[src/rtl/mem_access_stage_if.sv]
// Data-memory bus between the MEM stage (master) and the data memory (slave).
// Request fields are held stable by the master while mem_req is high.
interface mem_access_stage_if;
  logic        mem_req;
  logic        mem_we;
  logic [29:0] mem_addr;
  logic [3:0]  mem_be;
  logic [31:0] mem_wdata;
  logic        mem_ack;
  logic [31:0] mem_rdata;

  modport master (
    output mem_req, mem_we, mem_addr, mem_be, mem_wdata,
    input  mem_ack, mem_rdata
  );

  modport slave (
    input  mem_req, mem_we, mem_addr, mem_be, mem_wdata,
    output mem_ack, mem_rdata
  );
endinterface

[src/rtl/mem_access_stage.sv]
// MEM pipeline stage: load/store over a req/ack data bus with sizing, lane steering and extension.
// Min 3 cycles per access (2 stall cycles), +1 per wait cycle; stall_out holds upstream while a request is open.
module mem_access_stage #(
  parameter int unsigned TIMEOUT = 16
) (
  input  logic        clk,
  input  logic        reset,
  input  logic [31:0] ALU_Result_in,
  input  logic [31:0] WriteData_in,
  input  logic        MemRead_in,
  input  logic        MemWrite_in,
  input  logic [1:0]  Size_in,
  input  logic        Unsigned_in,
  input  logic [4:0]  rw_in,
  input  logic        MemtoReg_in,
  input  logic        RegWrite_in,
  output logic [31:0] ReadData_out,
  output logic [31:0] ALU_Result_out,
  output logic [4:0]  rw_out,
  output logic        MemtoReg_out,
  output logic        RegWrite_out,
  output logic        stall_out,
  mem_access_stage_if.master bus,
  output logic        err_out,
  output logic [1:0]  err_code
);

  typedef enum logic [1:0] {IDLE, REQ, DONE} state_t;

  state_t      state_q, state_d;
  logic [7:0]  cnt_q, cnt_d;
  logic        req_q, req_d;
  logic        we_q, we_d;
  logic [29:0] addr_q, addr_d;
  logic [3:0]  be_q, be_d;
  logic [31:0] wdata_q, wdata_d;
  logic [31:0] rdata_q, rdata_d;
  logic [1:0]  off_q, off_d;
  logic [1:0]  size_q, size_d;
  logic        tflag_q, tflag_d;
  logic        err_q, err_d;
  logic [1:0]  code_q, code_d;

  logic        access, is_byte, is_half, mis_acc;
  logic [3:0]  req_be;
  logic [31:0] req_wdata, load_ext;

  assign access  = MemRead_in | MemWrite_in;
  assign is_byte = (Size_in == 2'b00);
  assign is_half = (Size_in == 2'b01);
  assign mis_acc = access & ((is_half & ALU_Result_in[0]) |
                             (~is_byte & ~is_half & (ALU_Result_in[1:0] != 2'b00)));

  // Loads always fetch the whole word; the lane is picked on the way back.
  always_comb begin
    req_be    = 4'b1111;
    req_wdata = WriteData_in;
    if (is_byte) begin
      req_wdata = {4{WriteData_in[7:0]}};
      if (MemWrite_in) req_be = 4'b0001 << ALU_Result_in[1:0];
    end else if (is_half) begin
      req_wdata = {2{WriteData_in[15:0]}};
      if (MemWrite_in) req_be = ALU_Result_in[1] ? 4'b1100 : 4'b0011;
    end
  end

  always_comb begin
    state_d = state_q;
    cnt_d   = cnt_q;
    req_d   = req_q;
    we_d    = we_q;
    addr_d  = addr_q;
    be_d    = be_q;
    wdata_d = wdata_q;
    rdata_d = rdata_q;
    off_d   = off_q;
    size_d  = size_q;
    tflag_d = tflag_q;
    err_d   = 1'b0;
    code_d  = code_q;
    case (state_q)
      IDLE: begin
        if (mis_acc) begin
          err_d  = 1'b1;
          code_d = 2'b01;
        end else if (access) begin
          state_d = REQ;
          cnt_d   = 8'd0;
          req_d   = 1'b1;
          we_d    = MemWrite_in;
          addr_d  = ALU_Result_in[31:2];
          off_d   = ALU_Result_in[1:0];
          size_d  = Size_in;
          be_d    = req_be;
          wdata_d = req_wdata;
        end
      end
      REQ: begin
        if (bus.mem_ack) begin
          state_d = DONE;
          req_d   = 1'b0;
          rdata_d = bus.mem_rdata;
        end else if (cnt_q == 8'(TIMEOUT - 1)) begin
          state_d = DONE;
          req_d   = 1'b0;
          rdata_d = 32'd0;
          tflag_d = 1'b1;
          err_d   = 1'b1;
          code_d  = 2'b10;
        end else begin
          cnt_d = cnt_q + 8'd1;
        end
      end
      DONE: begin
        state_d = IDLE;
        tflag_d = 1'b0;
      end
      default: state_d = IDLE;
    endcase
  end

  always_ff @(posedge clk or negedge reset) begin
    if (!reset) begin
      state_q <= IDLE;
      cnt_q   <= '0;
      req_q   <= 1'b0;
      we_q    <= 1'b0;
      addr_q  <= '0;
      be_q    <= '0;
      wdata_q <= '0;
      rdata_q <= '0;
      off_q   <= '0;
      size_q  <= '0;
      tflag_q <= 1'b0;
      err_q   <= 1'b0;
      code_q  <= '0;
    end else begin
      state_q <= state_d;
      cnt_q   <= cnt_d;
      req_q   <= req_d;
      we_q    <= we_d;
      addr_q  <= addr_d;
      be_q    <= be_d;
      wdata_q <= wdata_d;
      rdata_q <= rdata_d;
      off_q   <= off_d;
      size_q  <= size_d;
      tflag_q <= tflag_d;
      err_q   <= err_d;
      code_q  <= code_d;
    end
  end

  // Extraction uses the offset and size latched when the request went out.
  always_comb begin
    load_ext = rdata_q;
    case (size_q)
      2'b00: begin
        case (off_q)
          2'd0:    load_ext[7:0] = rdata_q[7:0];
          2'd1:    load_ext[7:0] = rdata_q[15:8];
          2'd2:    load_ext[7:0] = rdata_q[23:16];
          default: load_ext[7:0] = rdata_q[31:24];
        endcase
        load_ext[31:8] = {24{~Unsigned_in & load_ext[7]}};
      end
      2'b01: begin
        load_ext[15:0]  = off_q[1] ? rdata_q[31:16] : rdata_q[15:0];
        load_ext[31:16] = {16{~Unsigned_in & load_ext[15]}};
      end
      default: load_ext = rdata_q;
    endcase
  end

  always_comb begin
    ReadData_out = 32'd0;
    RegWrite_out = 1'b0;
    stall_out    = 1'b0;
    case (state_q)
      IDLE: begin
        stall_out    = access & ~mis_acc;
        RegWrite_out = RegWrite_in & ~mis_acc;
      end
      REQ: begin
        stall_out    = 1'b1;
        RegWrite_out = RegWrite_in;
      end
      DONE: begin
        RegWrite_out = RegWrite_in & ~tflag_q;
        if (!we_q) ReadData_out = load_ext;
      end
      default: ;
    endcase
  end

  assign ALU_Result_out = ALU_Result_in;
  assign rw_out         = rw_in;
  assign MemtoReg_out   = MemtoReg_in;
  assign bus.mem_req    = req_q;
  assign bus.mem_we     = we_q;
  assign bus.mem_addr   = addr_q;
  assign bus.mem_be     = be_q;
  assign bus.mem_wdata  = wdata_q;
  assign err_out        = err_q;
  assign err_code       = code_q;

endmodule

[src/flat_wrapper.sv]
// flat-port wrapper written by rule: the top's interface ports become plain ports
module mem_access_stage_flat 
#(
  parameter int unsigned TIMEOUT = 16
)
  (clk, reset, ALU_Result_in, WriteData_in, MemRead_in, MemWrite_in, Size_in, Unsigned_in, rw_in, MemtoReg_in, RegWrite_in, ReadData_out, ALU_Result_out, rw_out, MemtoReg_out, RegWrite_out, stall_out, err_out, err_code, bus_mem_req, bus_mem_we, bus_mem_addr, bus_mem_be, bus_mem_wdata, bus_mem_ack, bus_mem_rdata);
  mem_access_stage_if bus_i ();
  input  logic clk;
  input  logic reset;
  input  logic [31:0] ALU_Result_in;
  input  logic [31:0] WriteData_in;
  input  logic MemRead_in;
  input  logic MemWrite_in;
  input  logic [1:0] Size_in;
  input  logic Unsigned_in;
  input  logic [4:0] rw_in;
  input  logic MemtoReg_in;
  input  logic RegWrite_in;
  output logic [31:0] ReadData_out;
  output logic [31:0] ALU_Result_out;
  output logic [4:0] rw_out;
  output logic MemtoReg_out;
  output logic RegWrite_out;
  output logic stall_out;
  output logic err_out;
  output logic [1:0] err_code;
  output wire logic [$bits(bus_i.mem_req)-1:0] bus_mem_req;
  output wire logic [$bits(bus_i.mem_we)-1:0] bus_mem_we;
  output wire logic [$bits(bus_i.mem_addr)-1:0] bus_mem_addr;
  output wire logic [$bits(bus_i.mem_be)-1:0] bus_mem_be;
  output wire logic [$bits(bus_i.mem_wdata)-1:0] bus_mem_wdata;
  input wire logic [$bits(bus_i.mem_ack)-1:0] bus_mem_ack;
  input wire logic [$bits(bus_i.mem_rdata)-1:0] bus_mem_rdata;
  assign bus_mem_req = bus_i.mem_req;
  assign bus_mem_we = bus_i.mem_we;
  assign bus_mem_addr = bus_i.mem_addr;
  assign bus_mem_be = bus_i.mem_be;
  assign bus_mem_wdata = bus_i.mem_wdata;
  assign bus_i.mem_ack = bus_mem_ack;
  assign bus_i.mem_rdata = bus_mem_rdata;
  mem_access_stage #(.TIMEOUT(TIMEOUT)) u_core (.clk(clk), .reset(reset), .ALU_Result_in(ALU_Result_in), .WriteData_in(WriteData_in), .MemRead_in(MemRead_in), .MemWrite_in(MemWrite_in), .Size_in(Size_in), .Unsigned_in(Unsigned_in), .rw_in(rw_in), .MemtoReg_in(MemtoReg_in), .RegWrite_in(RegWrite_in), .ReadData_out(ReadData_out), .ALU_Result_out(ALU_Result_out), .rw_out(rw_out), .MemtoReg_out(MemtoReg_out), .RegWrite_out(RegWrite_out), .stall_out(stall_out), .bus(bus_i), .err_out(err_out), .err_code(err_code));
endmodule
[config.mk]
export PLATFORM = sky130hd
export DESIGN_NAME = mem_access_stage_flat
export DESIGN_NICKNAME = d
export VERILOG_FILES = /design/src/rtl/mem_access_stage_if.sv /design/src/rtl/mem_access_stage.sv /design/src/flat_wrapper.sv
export SDC_FILE = /design/constraint.sdc
export NUM_CORES = 1
export LEC_CHECK = 0
export ABC_AREA = 1
export CORE_ASPECT_RATIO = 0.6
export CORE_MARGIN = 1.5
export CORE_UTILIZATION = 40
export DETAILED_ROUTE_END_ITERATION = 7
export PLACE_DENSITY = 0.77
export SYNTH_ARGS = -nofsm -noshare
export SYNTH_HDL_FRONTEND = slang
export SYNTH_SLANG_ARGS = --single-unit
[constraint.sdc]
create_clock -name clk -period 2.3 [get_ports clk]
set_input_delay 0.575 -clock clk [delete_from_list [all_inputs] [get_ports clk]]
set_output_delay 0.575 -clock clk [all_outputs]
set_load 0.02 [all_outputs]
Word level (Yosys, flattened, before mapping)
Cells that the tools add are included.
- $add $sub $neg: 1
- equality and inequality tests: 14
- shift operators: 1
- mux-type cells: 42
- bitwise gates (word level): 16
- reductions and logical operators: 15
- operators by type and width (kind ; number):
    two-way mux 32 bit ; 6
    one-hot mux 32 bit (2 select lines) ; 1
    two-way mux 8 bit ; 5
    one-hot mux 8 bit (3 select lines) ; 1
    two-way mux 4 bit ; 5
    two-way mux 16 bit ; 1
    one-hot mux 8 bit (2 select lines) ; 1
    two-way mux 2 bit ; 6
    AND 1 bit ; 9
    two-way mux 1 bit ; 9
    AND reduction 3 bit ; 3
    adder 8 x 1 -> 8 bit, second input constant ; 1
    equality test 2 x 1 -> 1 bit, second input constant ; 4
    equality test 8 x 4 -> 1 bit, second input constant ; 1
    logical NOT 2 bit ; 4
    one-hot mux 1 bit (2 select lines) ; 4
    one-hot mux 2 bit (2 select lines) ; 2
    AND reduction 4 bit ; 2
    nonzero test 2 bit ; 4
    inequality test 2 x 1 -> 1 bit, second input constant ; 3
    inequality test 2 bit, second input constant ; 3
    NOT 1 bit ; 5
    AND reduction 5 bit ; 1
    equality test 2 bit, second input constant ; 2
    other kinds (5) ; 6
- flip-flop bits (word level): 118
- bits of input ports: 111
- output and inout port bits: 143
- word-level logic and storage cells: 102

Longest topological paths before layout
Gate-level depths: netlist (run 1).
- word-level depth: 9
- depth in mapped cells: 9
- mapped depth without buffers: 9

Least setup slack after synthesis (run 1)
OpenSTA, ideal clock, no wires.
- path kind: flip-flop to output port
- start: register u_core.size_q[0]
- end: output ReadData_out[21]
- arrival time: 1.488 ns
- data required time: 1.725 ns
- path slack: 0.237 ns
- cell stages (with the launch flop): 8
- buffers on the path: 2
- cells stage by stage: dfrtp_1 -> buf_2 -> nor2_2 -> nand4_4 -> nand3_1 -> nand2_2 -> buf_4 -> nor2_1
- longest elaborated chain between the ends: 4
- elaborated cells on any way between the ends: 5
- classes of those cells: eq/ne (1); mux (3); reduce/logical (1)
- ends and longest elaborated chain (item ; line ; source):
    start: declaration ; mem_access_stage.sv:39 ; logic [1:0] size_q, size_d;
    start signal: assignment ; mem_access_stage.sv:147 ; size_q <= size_d;
    equality test 2 x 1 -> 1 bit or logical NOT 2 bit (tied branches) ; mem_access_stage.sv:157 ; case (size_q)
    one-hot mux 32 bit (2 select lines) (*) ; mem_access_stage.sv:157 ;
    two-way mux 32 bit (*) ; mem_access_stage.sv:190 ; if (!we_q) ReadData_out = load_ext;
    two-way mux 32 bit (*) ; mem_access_stage.sv:179 ; case (state_q)
    end: declaration ; flat_wrapper.sv:19 ; output logic [31:0] ReadData_out;
Mark *: on every way between the ends. The rest lies on a longest branch, timed or not.

Worst setup path in the final report (run 1)
- start: input Unsigned_in
- end: output ReadData_out[23]
- longest elaborated chain between the ends: 5
- elaborated cells on any way between the ends: 6
- classes of those cells: mux (3); bitwise (3)
- ends and longest elaborated chain (item ; line ; source):
    start: declaration ; flat_wrapper.sv:15 ; input logic Unsigned_in;
    NOT 1 bit (*) ; mem_access_stage.sv:165, mem_access_stage.sv:169 ;
    AND 1 bit, on equally long branches ; mem_access_stage.sv:169, mem_access_stage.sv:165 ;
    one-hot mux 32 bit (2 select lines) (*) ; mem_access_stage.sv:157 ;
    two-way mux 32 bit (*) ; mem_access_stage.sv:190 ;
    two-way mux 32 bit (*) ; mem_access_stage.sv:179 ;
Marks and branches as above.

==> results.cfg, run 1 <==
[placement]
place_ws_ns = -0.5639
place_inst = 1217
hpwl_um = 14280
gp_congestion = 0.9341
io_buffers = 241

[grt]
grt_usage = 0.2506
grt_max_degree = 62
antenna_found_initial = 0
globalRoute.totalOverflow = 0
grt_pass1_wl_um = 31400
grt_pass1_vias = 6045

[pwr]
leakage_nw = 4.700
power_density_nw_per_um2 = 1194
vdd_drop_max_mv = 0.6780

[layout]
final_cell_mix = nand2_1, clkdlybuf4s50_1, dfrtp_1
multi_input_area_um2 = 2700
drive_above_1_share = 0.1966
syn2layout_area_growth_pct = 60.72
final_core_util = 0.6642
diodes = 0
n_fill_cell = 1203
fin_cells = 1251
num-nets-final = 1153
seq_area_um2 = 2958
final_common_cell = nand2_1

[floorplanning]
die-width_um = 161.8
start_util = 0.4133
coreArea_um2 = 14630
io_pins = 254
die_height_um = 98.25
die_area_um2 = 15890
core.rowCount = 34

[timing]
worst_pin_slew_ns = 0.5236
rsz0062_at_grt = true
period_needed_ns = 2.394
layout_setup_ws_ns = -0.09419
drv_slew = 0
hold_viol = 0
relSlewSlack = 0.6509
setup-violations-final = 29
worst_clock_skew_ns = 0.008877
period_share = 1.041
max_freq_mhz = 417.7
setup_tns_ns = -1.192

[critical_path]
worstSetupEndpointType = output pin
critPathRequiredTime_ns = 1.73
crit_fanout = 8
cp-start-kind = input pin
startpoint = Unsigned_in
crit_chain = clkdlybuf4s50_1 > inv_1 > nand4_4 > nand3_4 > nand2_8 > nor2_4 > buf_6
slowest_stage = clkdlybuf4s50_1
crit_family = buffers and inverters
cp_slowest_stage_delay_ns = 0.40
path_class = input pin to output pin
crit_buf_inv = 3
crit_arrival_ns = 1.82
r2r_start = u_core.cnt_q[0]$_DFFE_PN0P_

[route]
drtIter0Drc = 508
viasPerCell = 4.986
wire_per_inst_um = 16.02
vias = 6238
drc = 0
routed_wl_um = 20040
drt_pass1_iterations = 5
ant_nets = 0

[clocking]
cts_tree = yes
clockRootBuffer = clkbuf_16
clk_path_buf_depth = 2
numCtsBuffers = 17
htree_num_levels = 4
clock_sinks = 118
clock_latency_ns = 0.40
clk_pin_slew_ns = 0.05

[logic_synthesis]
ys_seq_area_frac = 0.4882
synth_cell_types = 33
ys_warn_count = 0
syn_inst = 790
synth-seq-cells = 118
syn_avg_cell_area_um2 = 7.656
syn-num-nets = 902
synth_area_um2 = 6048

[status]
status = finished with violations
violations = negative setup slack

[min_path]
hp-class = input pin to asynchronous set/reset pin

[flow_run]
cap_violations = 0
-- cell type report --
type                       instances  area share
clock inverter                     9     0.01545
clock buffer                      22     0.04775
multi-input combinational        530      0.2778
tap                              198     0.02549
inverter                          68     0.02677
sequential                       118      0.3043
timing repair buffer             306      0.3025
-- where the power goes --
group	switching [W]	total [W]	leakage (nW)	internal, W
Sequential	0.000671	0.00360	1.47	0.00293
Combinational	0.00294	0.00525	2.94	0.00231
Clock	0.000900	0.00276	0.296	0.00186
-- per-stage QoR --
step | cell area [um2] | power [W] | hold slack (ns)
detailed placement | 8765 | 0.008293 | 0.4643
global placement | 8765 | 0.008216 | 0.4614
CTS | 9545 | 0.01137 | 0.1223
floorplan | 6048 | 0.005865 | 0.2794
global route | 9721 | 0.01225 | 0.1441
finish | 9721 | 0.01161 | 0.1268
-- cell families after synthesis --
family,Yosys count,share of synthesized area
AND/OR/NAND/NOR,404,0.2747
XOR/XNOR,4,0.005793
adder cells (fa/ha/maj),1,0.002068
buffers and inverters,143,0.1202
flip-flops,118,0.4882
AO/OA/AOI/OAI,120,0.1090
-- layer usage --
layer	global-route usage	vias up	routed length, um
met1	0.3676	2922	9462
met4	0.05787	0	280
li1	-	2987	-
met3	0.06415	31	1717
met2	0.3711	298	8582
met5	0	-	0
-- worst paths after layout --
| check | slack (ns) | end | cells after the start |
|---|---|---|---|
| max | -0.09 | ReadData_out[23] | 7 |
| min | 0.13 | u_core.cnt_q[4]$_DFFE_PN0P_ | 1 |
| max reg2reg | 0.38 | u_core.rdata_q[7]$_DFFE_PN0P_ | 7 |
| min reg2reg | 0.47 | u_core.bus.mem_addr[26]$_DFFE_PN0P_ | 2 |
| max in group asynchronous | 1.56 | u_core.size_q[0]$_DFFE_PN0P_ | 2 |
| min in group clk | 0.47 | u_core.bus.mem_addr[26]$_DFFE_PN0P_ | 2 |
-- Yosys cell counts --
cell type    n  share of area
xnor2_1      1         0.0014
nand2_2      2         0.0021
nand3_1     58          0.048
o21ai_1      5         0.0041
buf_2       11         0.0091
o21bai_1     1         0.0012
nor3_2       1         0.0017
clkbuf_1    18          0.011
nand4_1      2         0.0021
xor2_1       3         0.0043
nand4_4      1         0.0035
buf_6        1         0.0019
or2_2        5         0.0052
o211ai_1     3         0.0037
nor2_4       1         0.0019
dfrtp_1    118           0.49
inv_2        4         0.0025
o221ai_1     7          0.010
nand2_1    281           0.17
o22ai_1      1         0.0010
nor3_1       2         0.0017
ha_1         1         0.0021
o21ai_2      1         0.0014
nor2_1      46          0.029
o21a_1       1         0.0012
nand3_2      1         0.0017
a21oi_1     22          0.018
nor2_2       4         0.0041
buf_4       45          0.056
a21boi_0     5         0.0062
a22oi_1      1         0.0012
inv_1       64          0.040
o21ai_0     73          0.060
-- sequential cells by signal, summed over array words and instances, names as in the netlist --
signal                count
u_core.size_q             2
u_core.cnt_q              8
u_core.bus.mem_be         4
u_core.state_q            2
u_core.tflag_q            1
u_core.err_code           2
u_core.bus.mem_wdata     32
u_core.bus.mem_req        1
u_core.off_q              2
u_core.bus.mem_we         1
u_core.err_out            1
u_core.rdata_q           32
u_core.bus.mem_addr      30
-- timing repair --
item,CTS,global route
pin swaps,6,15
gates cloned,2,0
endpoints found under the setup margin,70,64
hold buffers,0,0
setup buffers,1,0
resized for setup,244,50
(Power assumes the default switching activity.)
==> run 2: changes to the inputs <==
CAP_MARGIN = 20   (was default)
==> results of run 2 <==
Final layout, timing and power as in run 1 (identical DEF).
==> run 3: changes to the inputs <==
clock period = 2.4 ns   (was 2.3 ns; I/O delays follow)
==> run 3 against run 2 <==
Net effect:
- the flow still finishes with violations (negative setup slack)
- die area unchanged
- combinational power down 7.6%
- via count down 1.6%
- cell count down 0.48%
- critical path type is now flop to output pin
- first-iteration DRC count down 11%
==> results.cfg, run 3 (synthesized netlist as in run 1, its figures left out) <==
[critical_path]
crit_fanout = 8
cp_slowest_stage_delay_ns = 0.38
worstSetupEndpointType = output pin
crit_buf_inv = 5
crit_chain = inv_2 > nand2_4 > nor2_4 > buf_12 > clkinvlp_4 > a21oi_2 > nand2_1 > inv_1 > buf_6
path_class = flop to output pin
slowest_stage = dfrtp_1
crit_family = buffers and inverters
crit_arrival_ns = 1.83
reg2reg_setup_slack_ns = 0.52
cp-start-kind = flop
critPathRequiredTime_ns = 1.80

[floorplanning]
start_util = 0.4133
die_height_um = 98.25
core.rowCount = 34
coreArea_um2 = 14630
die_area_um2 = 15890
io_pins = 254
die-width_um = 161.8

[route]
wire_per_inst_um = 15.77
vias = 6140
ant_nets = 0
drt_pass1_iterations = 5
routed_wl_um = 19630
drc = 0
drtIter0Drc = 453
viasPerCell = 4.932

[clocking]
clockRootBuffer = clkbuf_16
htree_num_levels = 4
clock_latency_ns = 0.40
cts_tree = yes
clk_pin_slew_ns = 0.06
numCtsBuffers = 17
clock_sinks = 118
clk_path_buf_depth = 2

[timing]
hold_viol = 0
rsz0062_at_grt = true
setup-violations-final = 7
max_freq_mhz = 411.5
worst_pin_slew_ns = 0.6487
drv_slew = 0
period_share = 1.013
relSlewSlack = 0.5675
layout_setup_ws_ns = -0.03008
worst_clock_skew_ns = 0.009461
period_needed_ns = 2.430
setup_tns_ns = -0.1493

[placement]
hpwl_um = 14100
io_buffers = 241
gp_congestion = 0.9401
place_ws_ns = -0.4985
placed_cell_area_um2 = 8685

[flow_run]
cap_violations = 0

[layout]
num-nets-final = 1146
drive_above_1_share = 0.1891
final_common_cell = nand2_1
syn2layout_area_growth_pct = 59.56
n_fill_cell = 1192
final_cell_mix = nand2_1, clkdlybuf4s50_1, dfrtp_1
stdcell_area_um2 = 9651
diodes = 0

[grt]
grt_pass1_wl_um = 31300
gr-usage-met2 = 0.3615
grt_pass1_vias = 5958
grtUsageMet1 = 0.3707
antenna_found_initial = 0
grt_usage = 0.2502
grt_busiest_layer = met1
grt_max_degree = 69
globalRoute.totalOverflow = 0
grtUsageMet3 = 0.06415

[pwr]
vdd_drop_max_mv = 0.5221
leakage_nw = 4.642
power_density_nw_per_um2 = 1139

[status]
status = finished with violations
violations = negative setup slack

[min_path]
hp-class = input pin to asynchronous set/reset pin
[run 3: changes by cell type in the layout (fill, tap and decap cells not counted), sizes merged]
| cell | delta |
|---|---|
| buf | -7 |
| clkbuf | -3 |
| clkdlybuf4s50 | +5 |
| clkinv | +3 |
| clkinvlp | +2 |
| dlygate4sd2 | -2 |
| dlymetal6s2s | -3 |
| inv | -1 |
[run 3: routing by layer]
metal,up-vias,share of wire
met5,-,0
met4,0,0.012
met3,20,0.094
met2,283,0.43
met1,2859,0.47
li1,2978,-
[run 3: repair_timing]
action,in CTS,in global routing
gates cloned,2,0
endpoints found under the setup margin,45,35
setup buffers,5,3
pin swaps,8,9
hold endpoints to repair,0,0
hold buffers,0,0
resized for setup,185,92
[run 3: layout make-up]
| type | instances | area, um2 | share of cell area |
|---|---|---|---|
| Inverter | 68 | 264.0 | 0.02736 |
| Tap cell | 198 | 247.7 | 0.02567 |
| Timing Repair Buffer | 299 | 2942 | 0.3048 |
| Sequential cell | 118 | 2958 | 0.3065 |
| Multi-Input combinational cell | 530 | 2616 | 0.2711 |
| Clock buffer | 19 | 442.9 | 0.04590 |
| Clock inverter | 13 | 180.2 | 0.01867 |
[run 3: path summary, 6_finish.rpt]
check / from / cells past startpoint / to
max reg2reg: u_core.state_q[1]$_DFFE_PN0P_ / 7 / u_core.rdata_q[15]$_DFFE_PN0P_
max in group asynchronous: reset / 2 / u_core.off_q[0]$_DFFE_PN0P_
min reg2reg: u_core.bus.mem_wdata[6]$_DFFE_PN0P_ / 2 / u_core.bus.mem_wdata[6]$_DFFE_PN0P_
min in group clk: u_core.bus.mem_wdata[6]$_DFFE_PN0P_ / 2 / u_core.bus.mem_wdata[6]$_DFFE_PN0P_
min: reset / 1 / u_core.cnt_q[4]$_DFFE_PN0P_
max: u_core.state_q[0]$_DFFE_PN0P_ / 9 / ReadData_out[14]
[run 3: where the power goes]
part           internal [W]  leakage, nW  total (W)  switching (W)
clock               0.00176        0.299    0.00268       0.000922
combinational       0.00215         2.88    0.00485        0.00270
sequential          0.00281         1.47    0.00346       0.000654
[run 3: through the flow]
stage	instances	total power [W]	utilization	hold slack [ns]
floorplan	790	0.005620	-	0.3044
global placement	1203	0.007804	0.5935	0.4609
detailed placement	1203	0.007877	0.5935	0.4649
CTS	1242	0.01073	0.6395	0.04524
global route	1245	0.01159	0.6595	0.05034
finish	1245	0.01099	0.6595	0.05251
